$ cat config.mk
export PLATFORM = sky130hd
export DESIGN_NAME = pixel_stream_gen
export DESIGN_NICKNAME = d
export VERILOG_FILES = /design/src/rtl/pixel_stream_gen.sv
export SDC_FILE = /design/constraint.sdc
export NUM_CORES = 1
export LEC_CHECK = 0
export ABC_AREA = 0
export BUFFER_PORTS_ARGS = -buffer_cell sky130_fd_sc_hd__buf_2
export CAP_MARGIN = 5
export CORE_ASPECT_RATIO = 1.5
export CORE_MARGIN = 4
export CORE_UTILIZATION = 40
export CTS_CLUSTER_SIZE = 24
export DETAILED_ROUTE_END_ITERATION = 8
export HOLD_SLACK_MARGIN = 0.05
export SLEW_MARGIN = 30
export SYNTH_ARGS = -nofsm -noshare
export SYNTH_HDL_FRONTEND = slang
export SYNTH_SLANG_ARGS = --single-unit
$ cat constraint.sdc
create_clock -name clk_i -period 11.6 [get_ports clk_i]
set_input_delay 0 -clock clk_i [delete_from_list [all_inputs] [get_ports clk_i]]
set_output_delay 0 -clock clk_i [all_outputs]
set_load 0.05 [all_outputs]
$ cat src/rtl/pixel_stream_gen.sv
// Raster timing generator with a byte-unpacking framebuffer stream front end.
// The unpack buffer is realigned (flushed) once per frame so every frame starts on a word boundary.
module pixel_stream_gen #(
  parameter int   H_ACTIVE  = 640,
  parameter int   H_FP      = 16,
  parameter int   H_SYNC    = 96,
  parameter int   H_BP      = 48,
  parameter int   V_ACTIVE  = 480,
  parameter int   V_FP      = 10,
  parameter int   V_SYNC    = 2,
  parameter int   V_BP      = 33,
  parameter logic HSYNC_POL = 1'b0,
  parameter logic VSYNC_POL = 1'b0
) (
  input  logic        clk_i,
  input  logic        rst_i,
  input  logic        enable_i,
  input  logic [1:0]  bpp_mode_i,
  input  logic [31:0] word_data_i,
  input  logic        word_valid_i,
  output logic        word_ready_o,
  output logic        hsync_o,
  output logic        vsync_o,
  output logic        de_o,
  output logic [7:0]  red_o,
  output logic [7:0]  green_o,
  output logic [7:0]  blue_o,
  output logic        frame_start_o,
  output logic        underflow_o,
  input  logic        underflow_clr_i
);
  localparam int H_TOTAL = H_ACTIVE + H_FP + H_SYNC + H_BP;
  localparam int V_TOTAL = V_ACTIVE + V_FP + V_SYNC + V_BP;
  localparam int XW = $clog2(H_TOTAL + 1);
  localparam int YW = $clog2(V_TOTAL + 1);

  localparam logic [XW-1:0] X_LAST = XW'(H_TOTAL - 1);
  localparam logic [XW-1:0] X_ACT  = XW'(H_ACTIVE);
  localparam logic [XW-1:0] X_HS0  = XW'(H_ACTIVE + H_FP);
  localparam logic [XW-1:0] X_HS1  = XW'(H_ACTIVE + H_FP + H_SYNC);
  localparam logic [YW-1:0] Y_LAST = YW'(V_TOTAL - 1);
  localparam logic [YW-1:0] Y_ACT  = YW'(V_ACTIVE);
  localparam logic [YW-1:0] Y_VS0  = YW'(V_ACTIVE + V_FP);
  localparam logic [YW-1:0] Y_VS1  = YW'(V_ACTIVE + V_FP + V_SYNC);

  logic [XW-1:0] r_x;
  logic [YW-1:0] r_y;
  logic [63:0]   r_buf;
  logic [3:0]    r_fill;
  logic [1:0]    r_mode;
  logic          r_de, r_hs, r_vs, r_fs, r_uf;
  logic [7:0]    r_red, r_green, r_blue;

  logic          w_active, w_hs, w_vs, w_flush, w_frame0;
  logic [3:0]    w_bpp, w_used, w_fill_after, w_fill_next;
  logic          w_starve, w_consume, w_ready, w_accept;
  logic [63:0]   w_buf_next;
  logic [7:0]    w_b0, w_b1, w_b2;
  logic [15:0]   w_hw;
  logic [7:0]    w_red, w_green, w_blue;

  assign w_active  = (r_x < X_ACT) && (r_y < Y_ACT);
  assign w_hs      = (r_x >= X_HS0) && (r_x < X_HS1);
  assign w_vs      = (r_y >= Y_VS0) && (r_y < Y_VS1);
  assign w_flush   = (r_x == '0) && (r_y == Y_ACT);
  assign w_frame0  = (r_x == '0) && (r_y == '0);

  assign w_bpp     = {2'b00, r_mode} + 4'd1;
  assign w_starve  = w_active && (r_fill < w_bpp);
  assign w_consume = w_active && !w_starve;
  assign w_ready   = enable_i && !rst_i && (r_fill <= 4'd4) && !w_flush;
  assign w_accept  = w_ready && word_valid_i;

  // Bytes at or above fill are always zero, so a new word can simply be OR-ed in above the survivors.
  assign w_used       = w_consume ? w_bpp : 4'd0;
  assign w_fill_after = r_fill - w_used;
  assign w_fill_next  = w_fill_after + (w_accept ? 4'd4 : 4'd0);

  always_comb begin
    w_buf_next = r_buf >> {w_used, 3'b000};
    if (w_accept) begin
      w_buf_next = w_buf_next | ({32'b0, word_data_i} << {w_fill_after, 3'b000});
    end
  end

  assign w_b0 = r_buf[7:0];
  assign w_b1 = r_buf[15:8];
  assign w_b2 = r_buf[23:16];
  assign w_hw = {w_b1, w_b0};

  always_comb begin
    w_red   = w_b0;
    w_green = w_b1;
    w_blue  = w_b2;
    case (r_mode)
      2'd0: begin
        w_green = w_b0;
        w_blue  = w_b0;
      end
      2'd1: begin
        w_red   = {w_hw[15:11], w_hw[15:13]};
        w_green = {w_hw[10:5],  w_hw[10:9]};
        w_blue  = {w_hw[4:0],   w_hw[4:2]};
      end
      default: ;
    endcase
  end

  always_ff @(posedge clk_i) begin
    if (rst_i) begin
      r_x     <= '0;
      r_y     <= '0;
      r_buf   <= '0;
      r_fill  <= '0;
      r_mode  <= 2'd2;
      r_de    <= 1'b0;
      r_hs    <= ~HSYNC_POL;
      r_vs    <= ~VSYNC_POL;
      r_fs    <= 1'b0;
      r_uf    <= 1'b0;
      r_red   <= '0;
      r_green <= '0;
      r_blue  <= '0;
    end else if (!enable_i) begin
      r_x     <= '0;
      r_y     <= '0;
      r_buf   <= '0;
      r_fill  <= '0;
      r_mode  <= bpp_mode_i;
      r_de    <= 1'b0;
      r_hs    <= ~HSYNC_POL;
      r_vs    <= ~VSYNC_POL;
      r_fs    <= 1'b0;
      r_uf    <= r_uf & ~underflow_clr_i;
      r_red   <= '0;
      r_green <= '0;
      r_blue  <= '0;
    end else begin
      if (r_x == X_LAST) begin
        r_x <= '0;
        r_y <= (r_y == Y_LAST) ? '0 : r_y + 1'b1;
      end else begin
        r_x <= r_x + 1'b1;
      end
      if (w_flush) begin
        r_buf  <= '0;
        r_fill <= '0;
        r_mode <= bpp_mode_i;
      end else begin
        r_buf  <= w_buf_next;
        r_fill <= w_fill_next;
      end
      r_de    <= w_active;
      r_hs    <= w_hs ? HSYNC_POL : ~HSYNC_POL;
      r_vs    <= w_vs ? VSYNC_POL : ~VSYNC_POL;
      r_fs    <= w_frame0;
      r_uf    <= w_starve | (r_uf & ~underflow_clr_i);
      r_red   <= w_consume ? w_red   : 8'd0;
      r_green <= w_consume ? w_green : 8'd0;
      r_blue  <= w_consume ? w_blue  : 8'd0;
    end
  end

  assign word_ready_o  = w_ready;
  assign de_o          = r_de;
  assign hsync_o       = r_hs;
  assign vsync_o       = r_vs;
  assign frame_start_o = r_fs;
  assign underflow_o   = r_uf;
  assign red_o         = r_red;
  assign green_o       = r_green;
  assign blue_o        = r_blue;
endmodule

==> results of run 1 <==
==> path summary, 6_finish.rpt <==
check	from	to	slack [ps]	depth (start not counted)
setup / recovery	r_mode[0]	r_fill[3]	5580	16
hold / removal	enable_i	r_x[4]	70	3
setup reg to reg	r_mode[0]	r_fill[3]	5580	16
hold reg to reg	r_x[0]	r_x[0]	480	1
==> area by class of cell <==
cell class	instances	area share [%]
clock buffer	21	5.25
clock inverter	11	1.40
inverter	18	0.828
multi-input combinational	714	55.4
sequential	119	27.2
tap	252	3.60
timing repair buffer	92	6.34
==> state kept, by name (all words and copies together), names as in the netlist <==
signal and cells:
blue_o 8, de_o 1, frame_start_o 1, green_o 8
hsync_o 1, r_buf 64, r_fill 4, r_mode 2
r_x 10, r_y 10, red_o 8, underflow_o 1
vsync_o 1
==> worst max-delay path, stage by stage, from the launching register on <==
cell      delay (ps)
dfxtp_2          310
buf_4            480
ha_1             690
inv_1            250
ha_1             430
o221a_1          550
o21ai_4           80
inv_2            460
ha_1             290
fa_1             230
xor2_1           690
clkinv_1         510
buf_4            340
ha_1             210
xnor2_1          170
xnor2_1          140
nor2_1            50
==> power by group through the flow <==
| stage | Combinational [mW] | Sequential [mW] | Clock, mW |
|---|---|---|---|
| finish | 1.71 | 0.592 | 0.526 |
| global route | 1.85 | 0.599 | 0.554 |
| CTS | 1.68 | 0.586 | 0.532 |
| detailed placement | 1.67 | 0.594 | 0 |
| global placement | 1.68 | 0.597 | 0 |
| floorplan | 1.28 | 0.563 | 0 |
==> Yosys cell counts (16+ instances only) <==
cell      count  share of area (%)
a31oi_1      22                1.8
a21oi_1      80                5.2
dfxtp_1     119                 31
a22o_1       16                1.8
nand2b_1     22                1.8
o22ai_1      29                2.4
mux2i_1      52                6.8
mux2_2       17                2.5
clkbuf_1     31                1.5
o21ai_0      24                1.6
a22oi_1      17                1.7
buf_2        19                1.2
nand2_1     101                4.9
nor2_1       99                4.8
a32o_1       16                2.1
==> metal layers <==
| metal | up-vias | wire (um) |
|---|---|---|
| met4 | 0 | 959 |
| li1 | 3533 | - |
| met3 | 78 | 1570 |
| met5 | - | 0 |
| met2 | 359 | 12600 |
| met1 | 3526 | 10800 |
==> logic make-up after synthesis <==
kind of cell | after synthesis
xor+xnor | 18
buf+inv | 86
mux | 69
simple gates | 293
flops | 119
fa+ha+maj | 15
compound gates | 319
==> repair_timing <==
action / 4_1_cts / 5_1_grt
hold buffers: 14 / 0
endpoints found under the setup margin: 0 / 0
endpoints found under the hold margin: 11 / 0
==> results.cfg, run 1 <==
[logic_synthesis]
synth_xor_area_share_pct = 2.05
synth_edf_count = 0
ys_ff_latch = 119
synthSimpleGateAreaFrac_pct = 18.3
seq_area_frac_synth_pct = 31.0
synth_nets = 973
yosys_warnings = 0
synth-adder-area-share_pct = 2.54
synth_top_family_by_area = compound AO/OA/AOI/OAI gates
synth.area.mux_share_pct = 9.28
yosys_most_used_dff = dfxtp_1
postSynthCellCount = 919
synth_area_sq_um = 7670
synth_compound_area_share_pct = 30.8
ys_types = 77
synth-async-reset-ratio_pct = 0
syn_avg_cell_area_sq_um = 8.35

[place]
pre_cts_slack_ps = 5670
port_buffers = 68
hpwl_um = 18900
dpl_cell_area_sq_um = 8030
place_inst = 1181
place_congestion = 0.941

[clock_tree]
h-tree-depth = 4
cts_buffer_depth = 2
cts.sinks = 119
cts.repair.resized = 0
worstSkewPairLatency_ps = 410
cts_tree = yes
cts_buffers = 17
post_cts_buffers = 0
cts_root_buffer = clkbuf_16
cts.clk_slew.worst_paths_ps = 60

[global_routing]
grt_pass1_vias = 7249
top_usage_layer = met2
grtUsageMet2_pct = 40.4
grt_use_met3_pct = 2.90
grt_max_degree = 63
met1_usage_pct = 31.6
grt_antenna_before_repair = 0
grt_usage_pct = 24.4
grt_pass1_wl_um = 41100
grt-ovfl-total = 0

[cells_and_area]
ff_latch_area_sq_um = 2380
fill_cells = 1897
layout_commonest_cell = dfxtp_1
antennaDiodeCount = 0
utilization_pct = 46.9
final_cells = 1227
final_layout_size_suffix_gt1_share_pct = 16.1
nets = 1016
multi_input_area_sq_um = 4860
post-route-cell-area_sq_um = 8770
final_cell_mix = dfxtp_1, nand2_1, nor2_1
area_growth_pct = 14.2

[routing]
vias = 7496
wl_um = 25900
avgViaCountPerCell = 6.11
final_antenna_net_count = 0
post-route-drc-count = 0
first_pass_iters = 8
drt_first_iter_violations = 890
routedWlPerCell_um = 21.1

[worst_setup_path]
end_kind = flip-flop
path_max_fanout = 50
crit_path_start_kind = flip-flop
cp.arrival_ps = 6300
required_ps = 11880
worstSetupPathType = reg -> reg

[min_path]
hold_class = in -> reg

[timing]
tightestPinTransition_ps = 1030
setup_ws_ps = 5580
report.final.slew_viol_count = 0
holdWs_ps = 74.9
clock-skew-final_ps = 11.8
period_minus_slack_ps = 6020
maxSlewHeadroom_pct = 31.5
max_freq_ghz = 0.166
setup_tns_ps = 0
setup_viol = 0
finalCritPeriodShare_pct = 51.9
grt_setup_unrepaired = false
finalHoldViolCount = 0

[power]
p_leak_nw = 3.27
seqPwrFrac_pct = 20.9
design_power_total_mw = 2.83
vdd_drop_max_mv = 0.240
switching_share_pct = 49.7
combPwrFrac_pct = 60.5
powerDensity_nw_per_um2 = 323
switchingPower_mw = 1.41
p_int_mw = 1.43
p_clk_share_pct = 18.6

[floorplanning]
initial_core_util_pct = 41.0
ioPinCount = 69
die_area_sq_um = 21500
rows = 61
die_x_um = 121
die-height_um = 178
core_sq_um = 18700

[status]
status = finished, final reports clean

[run]
drv_cap = 0
No activity file was read; power rests on OpenSTA's default activity.
==> run 2: changes to the inputs <==
- clock period: 11.6 -> 5.4 ns (I/O delays scaled with it)
==> run 2 against run 1 <==
Non-clock buffer count grew 6. Worst hold slack better by 12 ps. Total power increased by 110%. Die area unchanged. Highest routed layer unchanged. Core utilization grew 0.060 points. Sequential power grew 110%.
==> results.cfg, run 2 (same netlist as run 1, synthesis figures left out) <==
[timing]
setup_viol = 0
clock-skew-final_ps = 9.40
report.final.slew_viol_count = 0
finalCritPeriodShare_pct = 86.2
period_minus_slack_ps = 4650
maxSlewHeadroom_pct = 32.0
finalHoldViolCount = 0
setup_tns_ps = 0
tightestPinTransition_ps = 1020
setup_ws_ps = 747
grt_setup_unrepaired = false
max_freq_ghz = 0.215

[routing]
drt_first_iter_violations = 796
final_antenna_net_count = 0
post-route-drc-count = 0
vias = 7436
first_pass_iters = 5
routedWlPerCell_um = 20.8
avgViaCountPerCell = 6.05
wl_um = 25500

[worst_setup_path]
path_max_fanout = 19
r2r-end = r_buf[9]
cp.arrival_ps = 5010
crit_path_start_kind = flip-flop
rr_worst_depth = 15
required_ps = 5750
end_kind = flip-flop
rrSetupSlack_ps = 750
rr_startpoint = r_mode[0]
worstSetupPathType = reg -> reg
worstSetupStartpoint = r_mode[0]

[clock_tree]
cts_buffers = 17
cts_buffer_depth = 2
cts.sinks = 119
post_cts_buffers = 0
h-tree-depth = 4
cts.clk_slew.worst_paths_ps = 60
worstSkewPairLatency_ps = 420
cts_root_buffer = clkbuf_16
cts_tree = yes

[floorplanning]
die_area_sq_um = 21500
ioPinCount = 69
rows = 61
core_sq_um = 18700
die_x_um = 121
die-height_um = 178
initial_core_util_pct = 41.0

[cells_and_area]
reg_top3 = r_buf (64), r_x (10), r_y (10)
multi_input_area_sq_um = 4860
largest_register = r_buf
post-route-cell-area_sq_um = 8780
area_growth_pct = 14.4
ff_latch_area_sq_um = 2380
nets = 1022
layout_commonest_cell = dfxtp_1
largest_reg_flops = 64
final_layout_size_suffix_gt1_share_pct = 16.4
utilization_pct = 46.9
antennaDiodeCount = 0
fill_cells = 1882
final_cell_mix = dfxtp_1, nand2_1, nor2_1

[place]
port_buffers = 68
hpwl_um = 18600
dpl_cell_area_sq_um = 8080
pre_cts_slack_ps = 795
place_congestion = 0.958

[global_routing]
grt_usage_pct = 23.8
grt_antenna_before_repair = 0
grt-ovfl-total = 0
grt_max_degree = 61
grt_pass1_wl_um = 40500
grt_pass1_vias = 7052

[min_path]
min_from = word_data_i[19]
min_path_cells = 5
hold_end = r_buf[43]
hold_class = in -> reg

[power]
vdd_drop_max_mv = 0.497
p_leak_nw = 3.28
design_power_total_mw = 5.99
powerDensity_nw_per_um2 = 682

[run]
drv_cap = 0

[status]
status = finished, final reports clean
## run 2: layout make-up
cell class | instances | share of cell area (%)
tap | 252 | 3.59
sequential | 119 | 27.2
multi-input combinational | 714 | 55.3
timing repair buffer | 98 | 6.87
inverter | 18 | 0.827
clock inverter | 8 | 0.870
clock buffer | 21 | 5.36
## run 2: how the worst max path moves through the flow
stage	slack [ps]	to	cells after the start
finish	750	r_buf[9]	15
global route	570	r_buf[4]	15
floorplan	1240	r_buf[32]	20
detailed placement	790	r_buf[4]	15
CTS	760	r_buf[4]	15
global placement	790	r_buf[2]	15
## run 2: where the power goes
part           internal, mW  switching (mW)
sequential             1.04           0.217
clock                 0.658           0.404
combinational          1.35            2.32
total                  3.04            2.94
## run 2: what timing repair did
item                                   in CTS  in global routing
gates resized for setup                     0                  0
hold buffers                               15                  0
endpoints found under the hold margin      14                  0
## run 2: per-stage QoR
step / hold slack [ps] / cells
finish: 86.9 / 1230
global route: 136 / 1230
CTS: 63.9 / 1230
detailed placement: 209 / 1186
global placement: 198 / 1186
floorplan: 72.4 / 919
## run 2: routing by layer
layer | vias to the layer above | wire length (um) | global-route usage, %
met5 | - | 0 | 0
met4 | 0 | 1020 | 10.8
met3 | 69 | 1750 | 4.34
met2 | 378 | 12000 | 38.7
met1 | 3453 | 10800 | 30.6
li1 | 3536 | - | -
## run 2: worst max-delay path, cell delays in order (launching register included)
cell	delay, ps
dfxtp_2	360
inv_1	50
buf_4	180
ha_2	350
inv_4	180
o221ai_2	120
buf_4	200
a211o_1	460
ha_1	340
nand3b_1	140
a2111o_1	400
buf_4	210
nor2_2	790
nand3_2	380
nor2_1	240
o41a_1	180
==> run 3: changes to the inputs <==
- PLACE_DENSITY: not set -> 0.7
==> run 3 against run 2 <==
Sequential cell count unchanged. Sequential power about the same. Worst setup slack improved by 260 ps. Total power increased by 2.6%. Core utilization increased by 0.49 points. Fmax increased by 5.9%. Wire length decreased by 2.0%. Non-clock buffer count increased by 1. Design area increased by 1.0%. Critical path depth increased by 1. Critical endpoint is now r_fill[3]. Combinational power about the same.
==> results.cfg, run 3 (same netlist as run 1, synthesis figures left out) <==
[status]
status = finished, final reports clean

[place]
port_buffers = 68
pre_cts_slack_ps = 1070
place_congestion = 1.01
dpl_cell_area_sq_um = 8070
hpwl_um = 18000

[power]
seqPwrFrac_pct = 20.5
p_int_mw = 3.19
p_clk_share_pct = 20.2
p_leak_nw = 3.32
vdd_drop_max_mv = 0.394
powerDensity_nw_per_um2 = 693
combPwrFrac_pct = 59.3
switching_share_pct = 48.1
switchingPower_mw = 2.95
design_power_total_mw = 6.14

[routing]
final_antenna_net_count = 0
vias = 7523
drt_first_iter_violations = 930
post-route-drc-count = 0
first_pass_iters = 5
wl_um = 25000
routedWlPerCell_um = 20.3
avgViaCountPerCell = 6.10

[worst_setup_path]
path_common_cell = buf_4
cp_slowest_cell = clkinv_1
path_max_fanout = 27
critPathBufInv = 7
critPathMaxStageDelay_ps = 600
crit_chain = inv_1 > buf_4 > ha_2 > inv_4 > o221ai_2 > buf_4 > a211o_1 > inv_1 > fa_1 > xor2_1 > buf_4 > clkinv_1 > ha_1 > xnor2_1 > xnor2_1 > nor2_1
crit_path_start_kind = flip-flop
worstSetupPathType = reg -> reg
cp.arrival_ps = 4680
cp_top_family = buffers and inverters
end_kind = flip-flop
required_ps = 5680

[cells_and_area]
post-route-cell-area_sq_um = 8870
final_cell_mix = dfxtp_1, nand2_1, nor2_1
area_growth_pct = 15.6
final_layout_size_suffix_gt1_share_pct = 16.5
nets = 1023
largest_reg_flops = 64
reg_top3 = r_buf (64), r_x (10), r_y (10)
largest_register = r_buf
antennaDiodeCount = 0
layout_commonest_cell = dfxtp_1

[clock_tree]
cts_root_buffer = clkbuf_16
post_cts_buffers = 0
h-tree-depth = 4
cts_buffers = 17
worstSkewPairLatency_ps = 420
cts_buffer_depth = 2
cts_tree = yes
cts.repair.resized = 0
cts.sinks = 119
cts_hold_buf = 15
cts.clk_slew.worst_paths_ps = 60

[floorplanning]
rows = 61
core_sq_um = 18700
die_area_sq_um = 21500
initial_core_util_pct = 41.0
die_x_um = 121
die-height_um = 178
ioPinCount = 69

[timing]
setup_viol = 0
maxSlewHeadroom_pct = 33.9
max_freq_ghz = 0.228
setup_ws_ps = 1010
period_minus_slack_ps = 4390
report.final.slew_viol_count = 0
clock-skew-final_ps = 16.6
grt_setup_unrepaired = false
finalCritPeriodShare_pct = 81.4
setup_tns_ps = 0
tightestPinTransition_ps = 983
finalHoldViolCount = 0

[global_routing]
grt_usage_pct = 23.2
grt_pass1_vias = 7156
grt-ovfl-total = 0
grt_pass1_wl_um = 39600
grt_max_degree = 60
grt_antenna_before_repair = 0

[min_path]
hold_class = in -> reg

[run]
drv_cap = 0
==> run 3: worst reg2reg max path: stages, from the launching register on <==
cell and delay [ps]:
dfxtp_2 350, inv_1 40, buf_4 180, ha_2 430, inv_4 120, o221ai_2 170, buf_4 240, a211o_1 360
inv_1 110, fa_1 450, xor2_1 170, buf_4 190, clkinv_1 600, ha_1 490, xnor2_1 180, xnor2_1 130
nor2_1 50
==> run 3: metal layers <==
layer | global-route usage [%] | vias to the layer above | routed length [um] | share of wire, %
met5 | 0 | - | 0 | 0
li1 | - | 3545 | - | -
met1 | 30.6 | 3472 | 10500 | 42
met2 | 36.8 | 432 | 11600 | 46
met3 | 3.67 | 74 | 1910 | 7.6
met4 | 11.2 | 0 | 1010 | 4.0
==> run 3: final cells by class <==
class,count,area (sq um)
Multi-Input combinational cell,714,4840
Timing Repair Buffer,99,618
Clock buffer,19,443
Inverter,18,72.6
Tap cell,252,315
Clock inverter,13,194
Fill cell,1854,9830
Sequential cell,119,2380
==> run 3: worst paths after layout <==
| path | startpoint | cells past startpoint | to | slack [ps] |
|---|---|---|---|---|
| worst min register to register | r_x[0] | 1 | r_x[0] | 480 |
| worst min-delay path | word_data_i[16] | 5 | r_buf[40] | 90 |
| worst max register to register | r_mode[0] | 16 | r_fill[3] | 1010 |
| worst max-delay path | r_mode[0] | 16 | r_fill[3] | 1010 |
==> run 3: through the flow <==
stage | hold WS (ps) | instances | util, %
after global placement | 198 | 1186 | 43.1
after global routing | 127 | 1234 | 47.4
final | 87.1 | 1234 | 47.4
after floorplan | 72.4 | 919 | -
after detailed placement | 199 | 1186 | 43.1
after CTS | 78.7 | 1233 | 47.3
==> run 3: power groups by stage <==
stage / registers (mW) / clock network [mW] / logic (mW)
after floorplan: 1.21 / 0 / 2.76
after global placement: 1.27 / 0 / 3.48
after detailed placement: 1.27 / 0 / 3.50
after CTS: 1.25 / 1.25 / 3.53
after global routing: 1.28 / 1.29 / 3.89
final: 1.26 / 1.24 / 3.64
